### config.mk
export PLATFORM = sky130hd
export DESIGN_NAME = iram_loader
export DESIGN_NICKNAME = d
export VERILOG_FILES = /design/src/rtl/iram_loader.sv
export SDC_FILE = /design/constraint.sdc
export NUM_CORES = 1
export LEC_CHECK = 0
export CAP_MARGIN = 5
export CORE_MARGIN = 2
export CORE_UTILIZATION = 52
export DETAILED_ROUTE_END_ITERATION = 6
export PLACE_DENSITY_LB_ADDON = 0.05
export RECOVER_POWER = 50
export SETUP_SLACK_MARGIN = 0.02
export SYNTH_ARGS = -nofsm -noshare
export SYNTH_HDL_FRONTEND = slang
export SYNTH_SLANG_ARGS = --single-unit
### constraint.sdc
create_clock -name HCLK -period 3.31 [get_ports HCLK]
set_input_delay 0.662 -clock HCLK [delete_from_list [all_inputs] [get_ports HCLK]]
set_output_delay 0.662 -clock HCLK [all_outputs]
set_load 0.02 [all_outputs]
### src/rtl/iram_loader.sv
// iram_loader: streams a byte image into the instruction RAM over an
// AHB-lite-style port, then optionally reads it back to check the sum.
module iram_loader #(
    parameter logic [16:0] BASE_ADDR = 17'h0,
    parameter int          MAX_LEN   = 256,
    parameter int          VERIFY    = 1
) (
    input  logic        HCLK,
    input  logic        HRESET,
    input  logic        start,
    input  logic [8:0]  len,
    input  logic [7:0]  s_data,
    input  logic        s_valid,
    output logic        s_ready,
    output logic [16:0] HADDR,
    output logic [1:0]  HTRANS,
    output logic [16:0] HWDATA,
    output logic        HWRITE,
    input  logic [16:0] HRDATA,
    output logic        busy,
    output logic        done,
    output logic        error,
    output logic [15:0] checksum
);

    localparam logic [2:0] S_IDLE   = 3'd0;
    localparam logic [2:0] S_LOAD   = 3'd1;
    localparam logic [2:0] S_VERIFY = 3'd2;
    localparam logic [2:0] S_DRAIN  = 3'd3;
    localparam logic [2:0] S_CHECK  = 3'd4;
    localparam logic [2:0] S_FIN    = 3'd5;

    localparam logic [9:0] MAX_LEN_W = 10'(MAX_LEN);

    logic [2:0]  state_q, state_d;
    logic [8:0]  len_q, len_d;
    logic [8:0]  idx_q, idx_d;
    logic [16:0] haddr_q, haddr_d;
    logic [1:0]  htrans_q, htrans_d;
    logic [16:0] hwdata_q, hwdata_d;
    logic        hwrite_q, hwrite_d;
    logic        rd_q, rd_d;
    logic        rvalid_q;
    logic        busy_q, busy_d;
    logic        done_q, done_d;
    logic        error_q, error_d;
    logic [15:0] csum_q, csum_d;
    logic [15:0] rsum_q, rsum_d;
    logic        hierr_q, hierr_d;

    always_comb begin
        state_d  = state_q;
        len_d    = len_q;
        idx_d    = idx_q;
        haddr_d  = haddr_q;
        htrans_d = 2'b00;
        hwdata_d = hwdata_q;
        hwrite_d = 1'b0;
        rd_d     = 1'b0;
        busy_d   = busy_q;
        done_d   = 1'b0;
        error_d  = error_q;
        csum_d   = csum_q;
        rsum_d   = rsum_q;
        hierr_d  = hierr_q;
        // rvalid_q marks the cycle in which the iram returns read data
        if (rvalid_q) begin
            rsum_d = rsum_q + {8'h00, HRDATA[7:0]};
            if (HRDATA[16:8] != 9'd0) hierr_d = 1'b1;
        end
        if (done_q) busy_d = 1'b0;
        unique case (state_q)
            S_IDLE: begin
                if (start && !busy_q) begin
                    busy_d  = 1'b1;
                    error_d = 1'b0;
                    csum_d  = 16'h0;
                    rsum_d  = 16'h0;
                    hierr_d = 1'b0;
                    idx_d   = 9'd0;
                    len_d   = len;
                    if (len == 9'd0) begin
                        state_d = S_FIN;
                    end else if ({1'b0, len} > MAX_LEN_W) begin
                        error_d = 1'b1;
                        state_d = S_FIN;
                    end else begin
                        state_d = S_LOAD;
                    end
                end
            end
            S_LOAD: begin
                if (s_valid) begin
                    hwrite_d = 1'b1;
                    htrans_d = hwrite_q ? 2'b11 : 2'b10;
                    haddr_d  = BASE_ADDR + 17'(idx_q);
                    hwdata_d = {9'b0, s_data};
                    csum_d   = csum_q + {8'h00, s_data};
                    if (idx_q == len_q - 9'd1) begin
                        idx_d   = 9'd0;
                        state_d = (VERIFY != 0) ? S_VERIFY : S_FIN;
                    end else begin
                        idx_d = idx_q + 9'd1;
                    end
                end
            end
            S_VERIFY: begin
                rd_d     = 1'b1;
                htrans_d = (idx_q == 9'd0) ? 2'b10 : 2'b11;
                haddr_d  = BASE_ADDR + 17'(idx_q);
                if (idx_q == len_q - 9'd1) begin
                    idx_d   = 9'd0;
                    state_d = S_DRAIN;
                end else begin
                    idx_d = idx_q + 9'd1;
                end
            end
            S_DRAIN: begin
                if (rvalid_q && !rd_q) state_d = S_CHECK;
            end
            S_CHECK: begin
                if (rsum_q != csum_q || hierr_q) error_d = 1'b1;
                state_d = S_FIN;
            end
            S_FIN: begin
                done_d  = 1'b1;
                state_d = S_IDLE;
            end
            default: state_d = S_IDLE;
        endcase
    end

    always_ff @(posedge HCLK or negedge HRESET) begin
        if (!HRESET) begin
            state_q  <= S_IDLE;
            len_q    <= 9'd0;
            idx_q    <= 9'd0;
            haddr_q  <= 17'd0;
            htrans_q <= 2'b00;
            hwdata_q <= 17'd0;
            hwrite_q <= 1'b0;
            rd_q     <= 1'b0;
            rvalid_q <= 1'b0;
            busy_q   <= 1'b0;
            done_q   <= 1'b0;
            error_q  <= 1'b0;
            csum_q   <= 16'h0;
            rsum_q   <= 16'h0;
            hierr_q  <= 1'b0;
        end else begin
            state_q  <= state_d;
            len_q    <= len_d;
            idx_q    <= idx_d;
            haddr_q  <= haddr_d;
            htrans_q <= htrans_d;
            hwdata_q <= hwdata_d;
            hwrite_q <= hwrite_d;
            rd_q     <= rd_d;
            rvalid_q <= rd_q;
            busy_q   <= busy_d;
            done_q   <= done_d;
            error_q  <= error_d;
            csum_q   <= csum_d;
            rsum_q   <= rsum_d;
            hierr_q  <= hierr_d;
        end
    end

    assign s_ready  = (state_q == S_LOAD);
    assign HADDR    = haddr_q;
    assign HTRANS   = htrans_q;
    assign HWDATA   = hwdata_q;
    assign HWRITE   = hwrite_q;
    assign busy     = busy_q;
    assign done     = done_q;
    assign error    = error_q;
    assign checksum = csum_q;

endmodule

# ---- Word level (Yosys, flattened, before mapping)
# Index checks and enable logic that the tools add are counted.
dict set report totals {
  register_bits 87
  input_bits 38
  out_inout_bits 57
  wordCells 93
}
dict set report op_classes {
  n_addsub 4
  n_lt_le_gt_ge 1
  eq_ne 13
  n_mux 40
  reduce_logical 20
}
# cell count
set op_table {}
lappend op_table {{$mux W16} 5}
lappend op_table {{$pmux W17 S2} 1}
lappend op_table {{$add A16 B8 Y16} 2}
lappend op_table {{$pmux W16 S2} 1}
lappend op_table {{$mux W9} 3}
lappend op_table {{$pmux W9 S3} 1}
lappend op_table {{$mux W3} 7}
lappend op_table {{$logic_not A9 Y1} 2}
lappend op_table {{$mux W1} 17}
lappend op_table {{$mux W17} 1}
lappend op_table {{$ne A16 B16 Y1} 1}
lappend op_table {{$pmux W3 S5} 1}
lappend op_table {{$ne A2 B2 Y1 const B} 5}
lappend op_table {{$add A9 B1 Y9 const B} 1}
lappend op_table {{$eq A9 B9 Y1} 1}
lappend op_table {{$gt A9 B9 Y1 const B} 1}
lappend op_table {{$reduce_and A3 Y1} 3}
lappend op_table {{$reduce_bool A9 Y1} 1}
lappend op_table {{$sub A9 B1 Y9 const B} 1}
lappend op_table {{$eq A3 B2 Y1 const B} 2}
lappend op_table {{$eq A3 B3 Y1 const B} 2}
lappend op_table {{$reduce_and A2 Y1} 3}
lappend op_table {{$reduce_bool A2 Y1} 3}
lappend op_table {{$reduce_and A5 Y1} 1}
lappend op_table {{10 further kinds} 12}

# ---- Depth between registers and ports, before layout
# Gate-level depths: netlist (run 1).
dict set report depth {
  word_depth 5
  ltp_mapped 10
  depth_no_buf 9
}

# ---- Worst setup path after synthesis (run 1)
# Ideal clock, no wire load.
dict set report synth_timing {
  path_kind {input port to flip-flop}
  from {in s_data[0]}
  to {reg csum_q[8], in the netlist checksum[8]}
  setup_time_ps 132
  arrival_ps 2467
  t_required_ps 3178
  setup_slack_ps 711
  cell_stages 9
  n_path_buf 0
  path_cell_list {ha_1 -> fa_1 -> a21o_1 -> a21oi_1 -> o21bai_1 -> a2111o_1 -> nand3_1 -> xor2_1 -> nor2_1}
}
dict set report synth_via {
  elab_chain_cells 3
}
# item line
set synth_rtl {}
lappend synth_rtl {{start, declared} 12} ;# input logic [7:0] s_data,
lappend synth_rtl {{$add A16 B8 Y16} 98} ;# csum_d = csum_q + {8'h00, s_data};
lappend synth_rtl {{$mux W16} 93} ;# if (s_valid) begin
lappend synth_rtl {{$pmux W16 S2} 72} ;# unique case (state_q)
lappend synth_rtl {{end signal, assigned} 163} ;# csum_q <= csum_d;
lappend synth_rtl {{end, declared} 47} ;# logic [15:0] csum_q, csum_d;
# No other way between the ends. The select of a mux whose other input is x is not followed.
# A chain may end at the register's enable or synchronous reset.

# ---- Worst setup path in the final report (run 1)
# Same ends and word-level chain as after synthesis.

==> metrics.txt, run 1 <==
# TYPE chip_impl_metric gauge
chip_impl_info{name="run_status",value="complete, but fails checks"} 1
chip_impl_info{name="violated_checks",value="max-capacitance violations, max-slew violations"} 1
chip_impl_metric{name="synth_top_area_frac",unit=""} 0.4345
chip_impl_metric{name="vias_in_the_first_global_route",unit=""} 3773
chip_impl_metric{name="pwr_density_cell",unit="nW/um^2"} 833.2
chip_impl_metric{name="global_route_wire_length_before_repair",unit="um"} 18060
chip_impl_metric{name="crit_arrival",unit="ps"} 3110
chip_impl_metric{name="insertedDiodeCount",unit=""} 0
chip_impl_metric{name="reg2reg_slack",unit="ps"} 600
chip_impl_metric{name="final_critical_path_setup_slack",unit="ps"} 376.7
chip_impl_metric{name="fill_cells",unit=""} 749
chip_impl_info{name="yosys-top-cells-area",value="sky130_fd_sc_hd__dfrtp_1 (43%), sky130_fd_sc_hd__xor2_1 (7.5%), sky130_fd_sc_hd__nand2_1 (6.8%)"} 1
chip_impl_metric{name="critical_path_required",unit="ps"} 3490
chip_impl_metric{name="wl_met1",unit="um"} 4669
chip_impl_metric{name="gp_weighted_congestion",unit=""} 0.8116
chip_impl_metric{name="final_min_period_over_clock_period",unit=""} 0.8862
chip_impl_metric{name="ys_warns",unit=""} 0
chip_impl_metric{name="synth_area_per_cell",unit="um^2"} 9.228
chip_impl_metric{name="flow.area_growth_from_synthesis",unit="%"} 22.47
chip_impl_metric{name="grt_overflow_total",unit=""} 0
chip_impl_metric{name="clockBufferDepth",unit=""} 2
chip_impl_metric{name="hold_path_depth",unit=""} 0
chip_impl_metric{name="start_util",unit=""} 0.5294
chip_impl_metric{name="final_layout_size_suffix_gt1_frac",unit=""} 0.05913
chip_impl_info{name="holdCritPathClass",value="register to register"} 1
chip_impl_metric{name="cts_buffers",unit=""} 9
chip_impl_metric{name="dr_total_vias",unit=""} 3712
chip_impl_metric{name="total_leakage_power",unit="uW"} 0.002678
chip_impl_metric{name="groute.usage.overall",unit=""} 0.2348
chip_impl_metric{name="cts_num_sinks",unit=""} 79
chip_impl_metric{name="drv_slew",unit=""} 117
chip_impl_metric{name="rows",unit=""} 34
chip_impl_metric{name="timing.critical_path.fanout_max",unit=""} 3
chip_impl_metric{name="floorplan.die.height",unit="um"} 97.54
chip_impl_metric{name="core_box_area",unit="um^2"} 8593
chip_impl_metric{name="worst_setup_hold_path_clk_slew",unit="ps"} 90
chip_impl_metric{name="worst_r2r_path_depth",unit=""} 5
chip_impl_info{name="cp-startpoint",value="s_data[0]"} 1
chip_impl_info{name="synth-main-ff-cell",value="sky130_fd_sc_hd__dfrtp_1"} 1
chip_impl_info{name="highest-signal-layer",value="met4"} 1
chip_impl_metric{name="critical_path.max_stage_delay",unit="ps"} 470
chip_impl_metric{name="multiInputGateArea",unit="um^2"} 2367
chip_impl_metric{name="first_pass_iters",unit=""} 4
chip_impl_metric{name="final_period_minus_worst_setup_slack",unit="ps"} 2933
chip_impl_metric{name="maximum_number_of_pins_on_one_net_before_global_route_repair",unit=""} 80
chip_impl_metric{name="worst_skew_pair.late_latency",unit="ps"} 360
chip_impl_metric{name="detail_route.wirelength",unit="um"} 10710
chip_impl_metric{name="finalSetupTns",unit="ps"} 0
chip_impl_metric{name="dr_wl_met3",unit="um"} 333
chip_impl_metric{name="finalHoldViolations",unit=""} 0
chip_impl_info{name="worst_r2r_startpoint",value="state_q[1]"} 1
chip_impl_metric{name="number_of_enable_type_register_cells_in_the_synthesized_netlist",unit=""} 0
chip_impl_metric{name="setup_viol",unit=""} 0
chip_impl_metric{name="detail-route-antenna-nets",unit=""} 0
chip_impl_info{name="path_cells",value="clkdlybuf4s50_1 > ha_1 > fa_1 > a21o_1 > a21oi_1 > o21bai_1 > a2111o_1 > nand3_1 > xor2_1 > nor2_1"} 1
chip_impl_info{name="commonest_non_fill_non_tap_cell_in_the_layout",value="sky130_fd_sc_hd__nand2_1"} 1
chip_impl_metric{name="peakVddDrop",unit="mV"} 0.4926
chip_impl_metric{name="syn_inst",unit=""} 493
chip_impl_metric{name="met2WireLength",unit="um"} 5491
chip_impl_info{name="min_from",value="rd_q"} 1
chip_impl_metric{name="drtIter0Drc",unit=""} 135
chip_impl_metric{name="io-pin-count",unit=""} 95
chip_impl_metric{name="postSynthRegisterBits",unit=""} 79
chip_impl_metric{name="die-area",unit="um^2"} 9513
chip_impl_metric{name="cts-htree-levels",unit=""} 3
chip_impl_metric{name="postLayoutCoreUtil",unit=""} 0.6484
chip_impl_metric{name="post-cts-setup-buffers",unit=""} 0
chip_impl_metric{name="worstPathBufferInverterCount",unit=""} 1
chip_impl_metric{name="die_w",unit="um"} 97.54
chip_impl_metric{name="max_freq",unit="GHz"} 0.3409
chip_impl_metric{name="port-buffer-count",unit=""} 77
chip_impl_info{name="hold_end",value="rvalid_q"} 1
chip_impl_metric{name="stdcell_count",unit=""} 683
chip_impl_metric{name="slew-limit-headroom",unit=""} -0.2929
chip_impl_info{name="r2r-end",value="len_q[0]"} 1
chip_impl_info{name="start_kind",value="input pin"} 1
chip_impl_info{name="critPathTopFamily",value="compound AO/OA/AOI/OAI gates"} 1
chip_impl_metric{name="syn-cell-area",unit="um^2"} 4549
chip_impl_info{name="tritoncts",value="yes"} 1
chip_impl_metric{name="final_nets",unit=""} 630
chip_impl_info{name="root_buffer",value="sky130_fd_sc_hd__clkbuf_8"} 1
chip_impl_metric{name="synth_cell_types",unit=""} 52
chip_impl_metric{name="detail_route.wl_per_cell",unit="um"} 15.68
chip_impl_metric{name="cts_resized",unit=""} 0
chip_impl_info{name="kind_of_end_point_of_the_critical_path",value="register"} 1
chip_impl_info{name="crit_type",value="input pin to register"} 1
chip_impl_metric{name="synth_seq_area_share",unit=""} 0.4345
chip_impl_metric{name="finClkSkew",unit="ps"} 11.80
chip_impl_metric{name="drv.max_cap_violation_count",unit=""} 2
chip_impl_metric{name="finalHoldWorstSlack",unit="ps"} 387.1
chip_impl_metric{name="seq_area",unit="um^2"} 1977
chip_impl_info{name="cell_with_the_biggest_individual_delay_on_the_critical_path",value="sky130_fd_sc_hd__a2111o_1"} 1
chip_impl_info{name="layout_common_cells",value="sky130_fd_sc_hd__nand2_1 (82), sky130_fd_sc_hd__dfrtp_1 (79), sky130_fd_sc_hd__clkdlybuf4s50_1 (76)"} 1
chip_impl_info{name="yosys.area.top_type",value="sky130_fd_sc_hd__dfrtp_1"} 1
chip_impl_metric{name="async_flop_share",unit=""} 1.000
chip_impl_metric{name="cts_hold_buffers",unit=""} 0
chip_impl_metric{name="vias_per_cell",unit=""} 5.435
chip_impl_metric{name="post-route-drc-count",unit=""} 0
chip_impl_metric{name="post-place-ws",unit="ps"} 87.49
chip_impl_metric{name="numPlacedInstances",unit=""} 667
chip_impl_metric{name="timing_worst_slew_pin_value",unit="ps"} 1939
chip_impl_metric{name="number_of_antenna_violations_at_the_first_check_in_global_routing",unit=""} 0
chip_impl_metric{name="place_hpwl",unit="um"} 7790
chip_impl_metric{name="crit_cells",unit=""} 10
chip_impl_info{name="rsz0062_at_grt",value="false"} 1
worst register-to-register path, delay by kind of cell, from the launching register on:
family / cells / cell delay, ps
simple gates: 2 / 490
compound gates: 1 / 220
buf+inv: 2 / 1340
flops: 1 / 470
metal layers:
layer	up-vias	track usage
met1	1797	0.2931
met3	17	0.03669
met5	-	0
li1	1815	-
met4	0	0.09722
met2	83	0.4058
worst max path at each step:
stage                              to  slack (ps)
after global placement    checksum[8]         150
after CTS                 checksum[8]         450
after global routing      checksum[8]         250
after detailed placement  checksum[8]          90
final                     checksum[8]         380
after floorplan           checksum[8]         710
area by class of cell:
type | count | share of cell area
Clock inverter | 5 | 0.01123
Sequential cell | 79 | 0.3548
Multi-Input combinational cell | 377 | 0.4249
Inverter | 20 | 0.01347
Tap cell | 108 | 0.02425
Timing Repair Buffer | 83 | 0.1442
Clock buffer | 11 | 0.02717
flip-flops by register name, summed over array words and instances (netlist names):
register	cells
error	1
state_q	3
rvalid_q	1
idx_q	9
HWDATA	8
HTRANS	2
rsum_q	16
busy	1
HADDR	9
len_q	9
checksum	16
hierr_q	1
done	1
HWRITE	1
rd_q	1
synth_stat cells (all sizes together), types with 2 or more instances:
cell type and instances:
clkbuf 10, nor4 7, inv 20, nor2 38, a31oi 2, nand2 82
a21oi 20, nand2b 4, a2111o 2, and3 6, o211ai 5, mux2i 6
or3 8, buf 23, o21bai 3, xnor2 12, a211oi 4, o21a 4
o21ai 24, nor3 10, fa 2, o31ai 4, ha 20, mux2 7
a21o 8, nor2b 2, nand4 7, a221o 2, dfrtp 79, xor2 39
or2 2, o32ai 2, nand3 18
kinds of logic after synthesis:
family / Yosys count / share of synthesized area
DFF: 79 / 0.4345
other: 1 / 0.0008243
AOI/OAI and AO/OA: 88 / 0.1287
adders and majority gates: 22 / 0.06381
and+or+nand+nor: 186 / 0.1845
buffers and inverters: 53 / 0.05886
xor gates and xnor gates: 51 / 0.09819
muxes: 13 / 0.03053
power by group:
part           internal [uW]  switching (uW)  total [uW]
clock                    395             381         776
sequential              1260             345        1600
combinational           1000            1260        2260
total                   2650            1990        4640
metrics by stage:
step	power [uW]	area, um^2
finish	4642	5572
global route	4982	5572
CTS	4669	5584
detailed placement	3876	5370
global placement	3805	5370
floorplan	3069	4609
No activity file was read; power rests on OpenSTA's default activity.
==> run 2: changes to the inputs <==
Settings changed: CORE_UTILIZATION 52 to 49, DONT_BUFFER_PORTS set to 1, HOLD_SLACK_MARGIN set to 0.15.
==> run 2 against run 1 <==
  * The flow still finishes with violations (max-capacitance violations, max-slew violations)
  * Non-clock buffer count down 80
  * Final area down 14%
  * Global-route usage down 2.0 points
  * Combinational power down 28%
  * Fmax up 11%
  * Sequential share of layout area up 5.7 points
  * Largest cell class unchanged
  * Highest routed layer unchanged
==> metrics.txt, run 2 (same netlist as run 1, synthesis figures left out) <==
# TYPE chip_impl_metric gauge
chip_impl_info{name="run_status",value="complete, but fails checks"} 1
chip_impl_info{name="violated_checks",value="max-capacitance violations, max-slew violations"} 1
chip_impl_metric{name="timing.critical_path.fanout_max",unit=""} 4
chip_impl_metric{name="floorplan.die.height",unit="um"} 100.4
chip_impl_metric{name="stdcell_count",unit=""} 606
chip_impl_info{name="kind_of_end_point_of_the_critical_path",value="register"} 1
chip_impl_metric{name="flow.area_growth_from_synthesis",unit="%"} 5.418
chip_impl_info{name="crit_type",value="register to register"} 1
chip_impl_metric{name="cts_num_sinks",unit=""} 79
chip_impl_metric{name="first_pass_iters",unit=""} 4
chip_impl_info{name="tritoncts",value="yes"} 1
chip_impl_metric{name="die_w",unit="um"} 100.4
chip_impl_metric{name="finalSetupTns",unit="ps"} 0
chip_impl_metric{name="pwr_density_cell",unit="nW/um^2"} 880.6
chip_impl_metric{name="cell_internal_pwr",unit="uW"} 2310
chip_impl_metric{name="finalHoldViolations",unit=""} 0
chip_impl_info{name="root_buffer",value="sky130_fd_sc_hd__clkbuf_8"} 1
chip_impl_metric{name="drtIter0Drc",unit=""} 99
chip_impl_metric{name="critical_path_required",unit="ps"} 3530
chip_impl_metric{name="insertedDiodeCount",unit=""} 0
chip_impl_metric{name="setup_viol",unit=""} 0
chip_impl_metric{name="post-route-drc-count",unit=""} 0
chip_impl_metric{name="maximum_number_of_pins_on_one_net_before_global_route_repair",unit=""} 80
chip_impl_metric{name="timing_worst_slew_pin_value",unit="ps"} 1976
chip_impl_metric{name="start_util",unit=""} 0.4995
chip_impl_metric{name="detail-route-antenna-nets",unit=""} 0
chip_impl_metric{name="drv.max_cap_violation_count",unit=""} 1
chip_impl_metric{name="vias_per_cell",unit=""} 5.518
chip_impl_metric{name="vias_in_the_first_global_route",unit=""} 3370
chip_impl_metric{name="worst_skew_pair.late_latency",unit="ps"} 350
chip_impl_metric{name="post-cts-setup-buffers",unit=""} 0
chip_impl_metric{name="die-area",unit="um^2"} 10070
chip_impl_metric{name="final_layout_size_suffix_gt1_frac",unit=""} 0.06667
chip_impl_metric{name="design_area",unit="um^2"} 4796
chip_impl_metric{name="cts_resized",unit=""} 0
chip_impl_metric{name="final_period_minus_worst_setup_slack",unit="ps"} 2654
chip_impl_info{name="commonest_non_fill_non_tap_cell_in_the_layout",value="sky130_fd_sc_hd__nand2_1"} 1
chip_impl_metric{name="worst_setup_hold_path_clk_slew",unit="ps"} 90
chip_impl_info{name="cell_with_the_biggest_individual_delay_on_the_critical_path",value="sky130_fd_sc_hd__dfrtp_1"} 1
chip_impl_metric{name="final_nets",unit=""} 550
chip_impl_info{name="path_cells",value="ha_1 > fa_1 > a21o_1 > a21oi_1 > o21bai_1 > a2111o_1 > nand3_1 > xor2_1 > nor2_1"} 1
chip_impl_metric{name="pwr-share-clk",unit=""} 0.182
chip_impl_metric{name="number_of_antenna_violations_at_the_first_check_in_global_routing",unit=""} 0
chip_impl_metric{name="numPlacedInstances",unit=""} 589
chip_impl_metric{name="detail_route.wl_per_cell",unit="um"} 16.85
chip_impl_metric{name="swShare",unit=""} 0.4531
chip_impl_metric{name="finalHoldWorstSlack",unit="ps"} 390.6
chip_impl_metric{name="detailed_place.area",unit="um^2"} 4576
chip_impl_metric{name="finClkSkew",unit="ps"} 13.58
chip_impl_metric{name="global_route_wire_length_before_repair",unit="um"} 16790
chip_impl_info{name="rsz0062_at_grt",value="false"} 1
chip_impl_metric{name="place_hpwl",unit="um"} 7356
chip_impl_metric{name="slew-limit-headroom",unit=""} -0.3175
chip_impl_metric{name="fill_cells",unit=""} 851
chip_impl_metric{name="critical_path.max_stage_delay",unit="ps"} 500
chip_impl_metric{name="clockBufferDepth",unit=""} 2
chip_impl_metric{name="detail_route.wirelength",unit="um"} 10210
chip_impl_info{name="layout_common_cells",value="sky130_fd_sc_hd__nand2_1 (82), sky130_fd_sc_hd__dfrtp_1 (79), sky130_fd_sc_hd__xor2_1 (39)"} 1
chip_impl_metric{name="cts-htree-levels",unit=""} 3
chip_impl_metric{name="max_freq",unit="GHz"} 0.3769
chip_impl_metric{name="drv_slew",unit=""} 80
chip_impl_metric{name="final_critical_path_setup_slack",unit="ps"} 656.5
chip_impl_metric{name="p_switching",unit="uW"} 1914
chip_impl_metric{name="cts_buffers",unit=""} 9
chip_impl_metric{name="combPwrFrac",unit=""} 0.384
chip_impl_metric{name="final_min_period_over_clock_period",unit=""} 0.8017
chip_impl_metric{name="post-place-ws",unit="ps"} 553.1
chip_impl_metric{name="cts_hold_buffers",unit=""} 1
chip_impl_metric{name="rows",unit=""} 35
chip_impl_metric{name="grt_overflow_total",unit=""} 0
chip_impl_metric{name="gp_weighted_congestion",unit=""} 0.8491
chip_impl_metric{name="core_box_area",unit="um^2"} 9109
chip_impl_metric{name="port-buffer-count",unit=""} 0
chip_impl_metric{name="crit_arrival",unit="ps"} 2870
chip_impl_info{name="start_kind",value="register"} 1
chip_impl_metric{name="dr_total_vias",unit=""} 3344
chip_impl_metric{name="peakVddDrop",unit="mV"} 0.4527
chip_impl_info{name="holdCritPathClass",value="register to register"} 1
chip_impl_metric{name="groute.usage.overall",unit=""} 0.2149
chip_impl_metric{name="total_leakage_power",unit="uW"} 0.002382
chip_impl_metric{name="sequentialPowerShare",unit=""} 0.434
chip_impl_metric{name="io-pin-count",unit=""} 95
## run 2: changes by cell type in the layout (fill, tap and decap cells not counted)
cell	change
sky130_fd_sc_hd__buf_4	-2
sky130_fd_sc_hd__clkbuf_1	-2
sky130_fd_sc_hd__clkdlybuf4s50_1	-76
sky130_fd_sc_hd__clkinv_4	+2
sky130_fd_sc_hd__clkinvlp_4	-1
sky130_fd_sc_hd__inv_6	-1
sky130_fd_sc_hd__nor2_1	-1
sky130_fd_sc_hd__nor2_2	+1
## run 2: path summary, 6_finish.rpt
kind	slack (ps)	cells after the start	from	endpoint
max in group asynchronous	1260	1	HRESET	checksum[11]
setup reg to reg	660	9	checksum[0]	checksum[8]
setup / recovery	660	9	checksum[0]	checksum[8]
min in group asynchronous	850	1	HRESET	HADDR[4]
hold / removal	390	0	rd_q	rvalid_q
hold reg to reg	390	0	rd_q	rvalid_q
## run 2: final cells by class
cell class,instances,area [um^2],share of cell area
Inverter,20,75.07,0.01565
Clock buffer,11,151.4,0.03157
Clock inverter,5,63.81,0.01331
Tap cell,111,138.9,0.02896
Multi-Input combinational cell,377,2370,0.4941
Timing Repair Buffer,3,20.02,0.004174
Sequential cell,79,1977,0.4122
## run 2: worst max-delay path, delay by kind of cell, from the launching register on
family                   cells  cell delay, ps
AO/OA/AOI/OAI                4             980
XOR/XNOR                     1             160
flip-flops                   1             500
AND/OR/NAND/NOR              2             210
adder cells (fa/ha/maj)      2             680
## run 2: routing by layer
layer / GRT usage / routed length (um) / up-vias
met5: 0 / 0 / -
met4: 0.08325 / 149 / 0
met3: 0.05292 / 569 / 13
met2: 0.3769 / 5171 / 65
met1: 0.2534 / 4323 / 1612
li1: - / - / 1654
## run 2: per-stage QoR
stage                 util  total power, uW
CTS                 0.5290             4265
global route        0.5265             4579
global placement    0.5023             3420
floorplan                -             3069
finish              0.5265             4223
detailed placement  0.5023             3468
## run 2: power groups by stage
| stage | Combinational, uW | Clock [uW] | Sequential, uW |
|---|---|---|---|
| after CTS | 1630 | 785 | 1850 |
| after detailed placement | 1600 | 0 | 1870 |
| after global placement | 1560 | 0 | 1860 |
| after global routing | 1860 | 824 | 1890 |
| after floorplan | 1350 | 0 | 1710 |
| final | 1620 | 769 | 1830 |
==> RTL edit 1, RTL diff (settings of run 1) <==
`haddr_q`, `hwdata_q`, `csum_q` and `rsum_q` no longer have a reset.
--- a/src/rtl/iram_loader.sv
+++ b/src/rtl/iram_loader.sv
@@ -136,7 +136,5 @@
             len_q    <= 9'd0;
             idx_q    <= 9'd0;
-            haddr_q  <= 17'd0;
             htrans_q <= 2'b00;
-            hwdata_q <= 17'd0;
             hwrite_q <= 1'b0;
             rd_q     <= 1'b0;
@@ -145,6 +143,4 @@
             done_q   <= 1'b0;
             error_q  <= 1'b0;
-            csum_q   <= 16'h0;
-            rsum_q   <= 16'h0;
             hierr_q  <= 1'b0;
         end else begin
@@ -152,7 +148,5 @@
             len_q    <= len_d;
             idx_q    <= idx_d;
-            haddr_q  <= haddr_d;
             htrans_q <= htrans_d;
-            hwdata_q <= hwdata_d;
             hwrite_q <= hwrite_d;
             rd_q     <= rd_d;
@@ -161,8 +155,13 @@
             done_q   <= done_d;
             error_q  <= error_d;
-            csum_q   <= csum_d;
-            rsum_q   <= rsum_d;
             hierr_q  <= hierr_d;
         end
+    end
+
+    always_ff @(posedge HCLK) begin
+        haddr_q  <= haddr_d;
+        hwdata_q <= hwdata_d;
+        csum_q   <= csum_d;
+        rsum_q   <= rsum_d;
     end
 
Behaviour: differs if HRESET is asserted again (counterexample within 4 cycles, from zero or initial values and one cycle with HRESET low); with HRESET held inactive, the same outputs for 4 cycles.
==> RTL edit 1 against run 1 <==
The run still ends with max-capacitance violations, max-slew violations left. Wire length fell by 4.7%. Synthesized area fell by 0.14%. Clock power fell by 14%. Sequential cell count did not move. Design area fell by 0.54%. First-iteration DRC count rose by 2.2%. Power rose by 5.1%. Clock skew barely moved. Worst setup slack improved by 0.0060 ns.
==> RTL edit 1: results (changes against run 1) <==
run status complete, but fails checks (unchanged); failing checks max-capacitance violations, max-slew violations (unchanged); antenna diode count 0 (unchanged); fillers 737 (was 749); RR Startpoint len_q[0] (was state_q[1]); worst slew pin tran 1.656 ns (was 1.939 ns); clk_lat worst skew 0.35 ns; P_leak 2.322 nW (was 2.678 nW); Hold Path Depth 0 (unchanged); RD Place Congestion 0.8333 (was 0.8116); delay-heaviest family, CP buffers and inverters (was compound AO/OA/AOI/OAI gates); post-synthesis sequential area ratio 45.39% (was 43.45%); Post-DP HPWL 7673 um (was 7790 um); Final Slew Violations 31 (was 117); largest net degree at the start of global routing 31 (was 80); Worst Hold Endpoint rvalid_q (unchanged); CTS H-tree lvls 3 (unchanged); Area contributors post-synth edfxtp_1 22%, dfrtp_1 17%, dfxtp_1 7.1% (was dfrtp_1 43%, xor2_1 7.5%, nand2_1 6.8%); R2R Path End state_q[0] (was len_q[0]); R2R setup slack 0.73 ns (was 0.60 ns); share of post-route cells with drive strength above 1 5.893% (was 5.913%); Reg clk slew, reported paths approximately 0.080 ns; worst min-delay path startpoint rd_q (unchanged); critical path's slowest cell clkdlybuf4s50_1 (was a2111o_1); post-cts gate resize count 0 (unchanged); DR iter-0 viols 138 (was 135); DR vias 3619 (was 3712); Async SR Flop Fraction 37.97% (was 100.0%); Post-synth top cells 52 x nand2_1, 35 x nor2_1, 33 x edfxtp_1 (was 82 x nand2_1, 79 x dfrtp_1, 39 x xor2_1); CTS Buffer Depth 2 (unchanged); first-pass GRT wire length 17300 um (was 18060 um); slowest stage delay, CP 0.65 ns (was 0.47 ns); number of synthesized flops with an enable pin 33 (was 0); R2R depth 8 (was 5); post-synth cell types 58 (was 52); Total Routing Usage GR 22.31% (was 23.48%); HP Class flop to flop (unchanged); worst clock skew 0.01163 ns (was 0.01180 ns); IR drop worst, VDD 0.5192 mV (was 0.4926 mV); CTS Buf Count 9 (unchanged); most numerous cell in the Yosys netlist nand2_1 (unchanged); critical path fanouts, max 13 (was 3); root buf cell clkbuf_8 (unchanged); YS warnings 0 (unchanged); max cap viols 1 (was 2); drt wl/cell 15.68 um (about the same); Critical Path Start state_q[0] (was s_data[0]); Setup Buffers After CTS 0 (unchanged); DR pass1 iterations 6 (was 4); Final nets 598 (was 630); CP arrival 2.27 ns (was 3.11 ns)
RTL edit 1: cells by family (layout without fill, tap and decap cells):
kind of cell / Yosys count / after routing / synth area share (%)
buf+inv: 44 / 116 / 5.425
simple gates: 176 / 176 / 20.05
fa+ha+maj: 22 / 22 / 6.389
other cells: 1 / 17 / 0.08254
compound gates: 71 / 71 / 10.38
flops: 79 / 79 / 45.39
xor+xnor: 50 / 50 / 9.639
mux: 12 / 12 / 2.644
RTL edit 1: worst max path at each step:
stage	end	slack, ns	depth (start not counted)
floorplan	rsum_q[14]	0.92	8
global placement	checksum[10]	0.36	10
detailed placement	checksum[10]	0.29	10
CTS	s_ready	0.37	4
global route	s_ready	0.19	4
finish	s_ready	0.38	4
RTL edit 1: cell type report:
cell class                      instances  area [um2]  share of cell area [%]
Sequential cell                        79        2062                   37.21
Inverter                               15       56.30                   1.016
Tap cell                              108       135.1                   2.438
Clock buffer                           10       137.6                   2.484
Multi-Input combinational cell        348        2291                   41.34
Clock inverter                          6       43.79                  0.7902
Timing Repair Buffer                   85       815.8                   14.72
RTL edit 1: power by group:
group | internal [W] | leakage [nW] | switching (W)
Sequential | 0.00144 | 0.840 | 0.000398
Clock | 0.000296 | 0.0926 | 0.000371
Combinational | 0.00106 | 1.39 | 0.00131
Total | 0.00280 | 2.32 | 0.00208
RTL edit 1: through the flow:
| step | hold WS (ns) | power [W] | instances | worst slack (ns) | area (um2) |
|---|---|---|---|---|---|
| 3_5_place_dp | 0.3882 | 0.004273 | 635 | 0.2885 | 5385 |
| 2_1_floorplan | 0.3543 | 0.003425 | 471 | 0.9171 | 4603 |
| 4_1_cts | 0.4162 | 0.004951 | 651 | 0.3731 | 5567 |
| 6_report | 0.4123 | 0.004880 | 651 | 0.3827 | 5542 |
| 3_3_place_gp | 0.3856 | 0.004197 | 635 | 0.3623 | 5385 |
| 5_1_grt | 0.4466 | 0.005251 | 651 | 0.1887 | 5542 |
RTL edit 1: metal layers:
| layer | track usage [%] | share of wire [%] | vias to the layer above |
|---|---|---|---|
| li1 | - | - | 1753 |
| met2 | 38.30 | 52 | 77 |
| met1 | 28.87 | 43 | 1780 |
| met4 | 6.517 | 1.4 | 0 |
| met3 | 4.101 | 3.3 | 9 |
| met5 | 0 | 0 | - |
==> RTL edit 2, RTL diff (config.mk and constraints of run 1) <==
Without the edit above. `MAX_LEN`: 256 -> 192.
--- a/src/rtl/iram_loader.sv
+++ b/src/rtl/iram_loader.sv
@@ -3,5 +3,5 @@
 module iram_loader #(
     parameter logic [16:0] BASE_ADDR = 17'h0,
-    parameter int          MAX_LEN   = 256,
+    parameter int          MAX_LEN   = 192,
     parameter int          VERIFY    = 1
 ) (
Check against the original RTL: not equivalent (Yosys sat finds a counterexample within 4 cycles, from zero or initial values and one cycle with HRESET low).
==> RTL edit 2 against run 1 <==
The run still ends with max-capacitance violations, max-slew violations left. Count of clock-buffer cells in the layout is 2 lower. Critical path depth up 1. Synthesized area increased by 2.7%. Final cell count decreased by 3.2%. Design area increased by 1.5%. Wire length is 2.6% lower. Sequential cell count is the same. Worst setup slack improved by 0.032 ns. Largest cell class unchanged.
Power is not compared: it rests on default switching activity, and its combinational part moved more than twofold at a synthesized area within 25%.
==> RTL edit 2: results (changes against run 1) <==
run status complete, but fails checks (unchanged); failing checks max-capacitance violations, max-slew violations (unchanged); Reg clk slew, reported paths 0.09 ns (about the same); R2R depth 10 (was 5); YS warnings 0 (unchanged); post-synthesis sequential area ratio 42.31% (was 43.45%); DR iter-0 viols 81 (was 135); Synth Area in XOR/XNOR 9.561% (was 9.818%); Setup WS pre-CTS 0.1296 ns (was 0.08749 ns); Final nets 607 (was 630); Final Slew Violations 80 (was 117); slowest stage delay, CP 0.41 ns (was 0.47 ns); met2 wire len 5194 um (was 5491 um); post-synthesis mux area share 5.062% (was 3.053%); Post-DP HPWL 7654 um (was 7790 um); switching power share of the total 25.01%; complex-gate fraction of the synthesized area 14.11% (was 12.87%); max cap viols 1 (was 2); antenna diode count 0 (unchanged); Met1 Wirelength 4489 um (was 4669 um); number of global-route vias before repair 3649 (was 3773); critical path fanouts, max 4 (was 3); share of post-route cells with drive strength above 1 7.776% (was 5.913%); vias per cell 5.528 (was 5.435); Post-synth top cells 79 x dfrtp_1, 50 x nand2_1, 34 x nor2_1 (was 82 x nand2_1, 79 x dfrtp_1, 39 x xor2_1); Area contributors post-synth dfrtp_1 42%, xor2_1 5.2%, ha_1 5.1% (was dfrtp_1 43%, xor2_1 7.5%, nand2_1 6.8%); Max-slew headroom -32.98% (was -29.29%); first-pass GRT wire length 17680 um (was 18060 um); RD Place Congestion 0.8247 (was 0.8116); critical path's slowest cell fa_1 (was a2111o_1); P_leak about 2.7 nW; Synth Area in Adders 5.945% (was 6.381%); fillers 715 (was 749); R2R Path End rsum_q[10] (was len_q[0]); Setup Buffers After CTS 0 (unchanged); post-synth cell types 65 (was 52); Critical Path Start HRDATA[0] (was s_data[0]); Total Routing Usage GR 22.54% (was 23.48%); met3 WL post-DR 556 um (was 333 um); worst clock skew 0.01421 ns (was 0.01180 ns); CP arrival 3.08 ns (was 3.11 ns); part of the cycle the worst path needs 87.65% (was 88.62%); R2R setup slack 0.71 ns (was 0.60 ns); RR Startpoint rsum_q[0] (was state_q[1]); drt wl/cell 15.79 um (was 15.68 um)
-- RTL edit 2: power by group through the flow --
stage | logic [W] | registers, W | clock network, W
finish | 0.000136 | 0.000971 | 0.000742
global route | 0.000152 | 0.000972 | 0.000805
CTS | 0.000139 | 0.000971 | 0.000757
detailed placement | 0.000138 | 0.000990 | 0
global placement | 0.000136 | 0.000990 | 0
floorplan | 0.0000780 | 0.000988 | 0
-- RTL edit 2: layout make-up --
class	instances	area, um2	area share (%)
Clock buffer	9	123.9	2.189
Clock inverter	7	78.83	1.393
Inverter	15	56.30	0.9951
Multi-Input combinational cell	361	2495	44.10
Sequential cell	79	1977	34.94
Tap cell	108	135.1	2.388
Timing Repair Buffer	82	792.0	14.00
-- RTL edit 2: per-stage QoR --
step           total power [W]  utilization (%)  cell area (um2)  instances
2_1_floorplan         0.001066                -             4732        489
3_3_place_gp          0.001126            62.74             5472        645
3_5_place_dp          0.001128            62.74             5472        645
4_1_cts               0.001866            65.06             5674        661
5_1_grt               0.001929            64.88             5658        661
6_report              0.001849            64.88             5658        661
-- RTL edit 2: worst min path at each step --
stage,from,end,slack (ns),cells after the start
3_3_place_gp,rd_q,rvalid_q,0.40,0
4_1_cts,rd_q,rvalid_q,0.45,0
6_report,rd_q,rvalid_q,0.44,0
5_1_grt,rd_q,rvalid_q,0.46,0
3_5_place_dp,rd_q,rvalid_q,0.40,0
2_1_floorplan,rd_q,rvalid_q,0.35,0
-- RTL edit 2: per-layer routing --
layer	vias up	global-route usage (%)
li1	1796	-
met1	1740	28.64
met2	102	37.99
met3	16	4.823
met4	0	8.219
met5	-	0
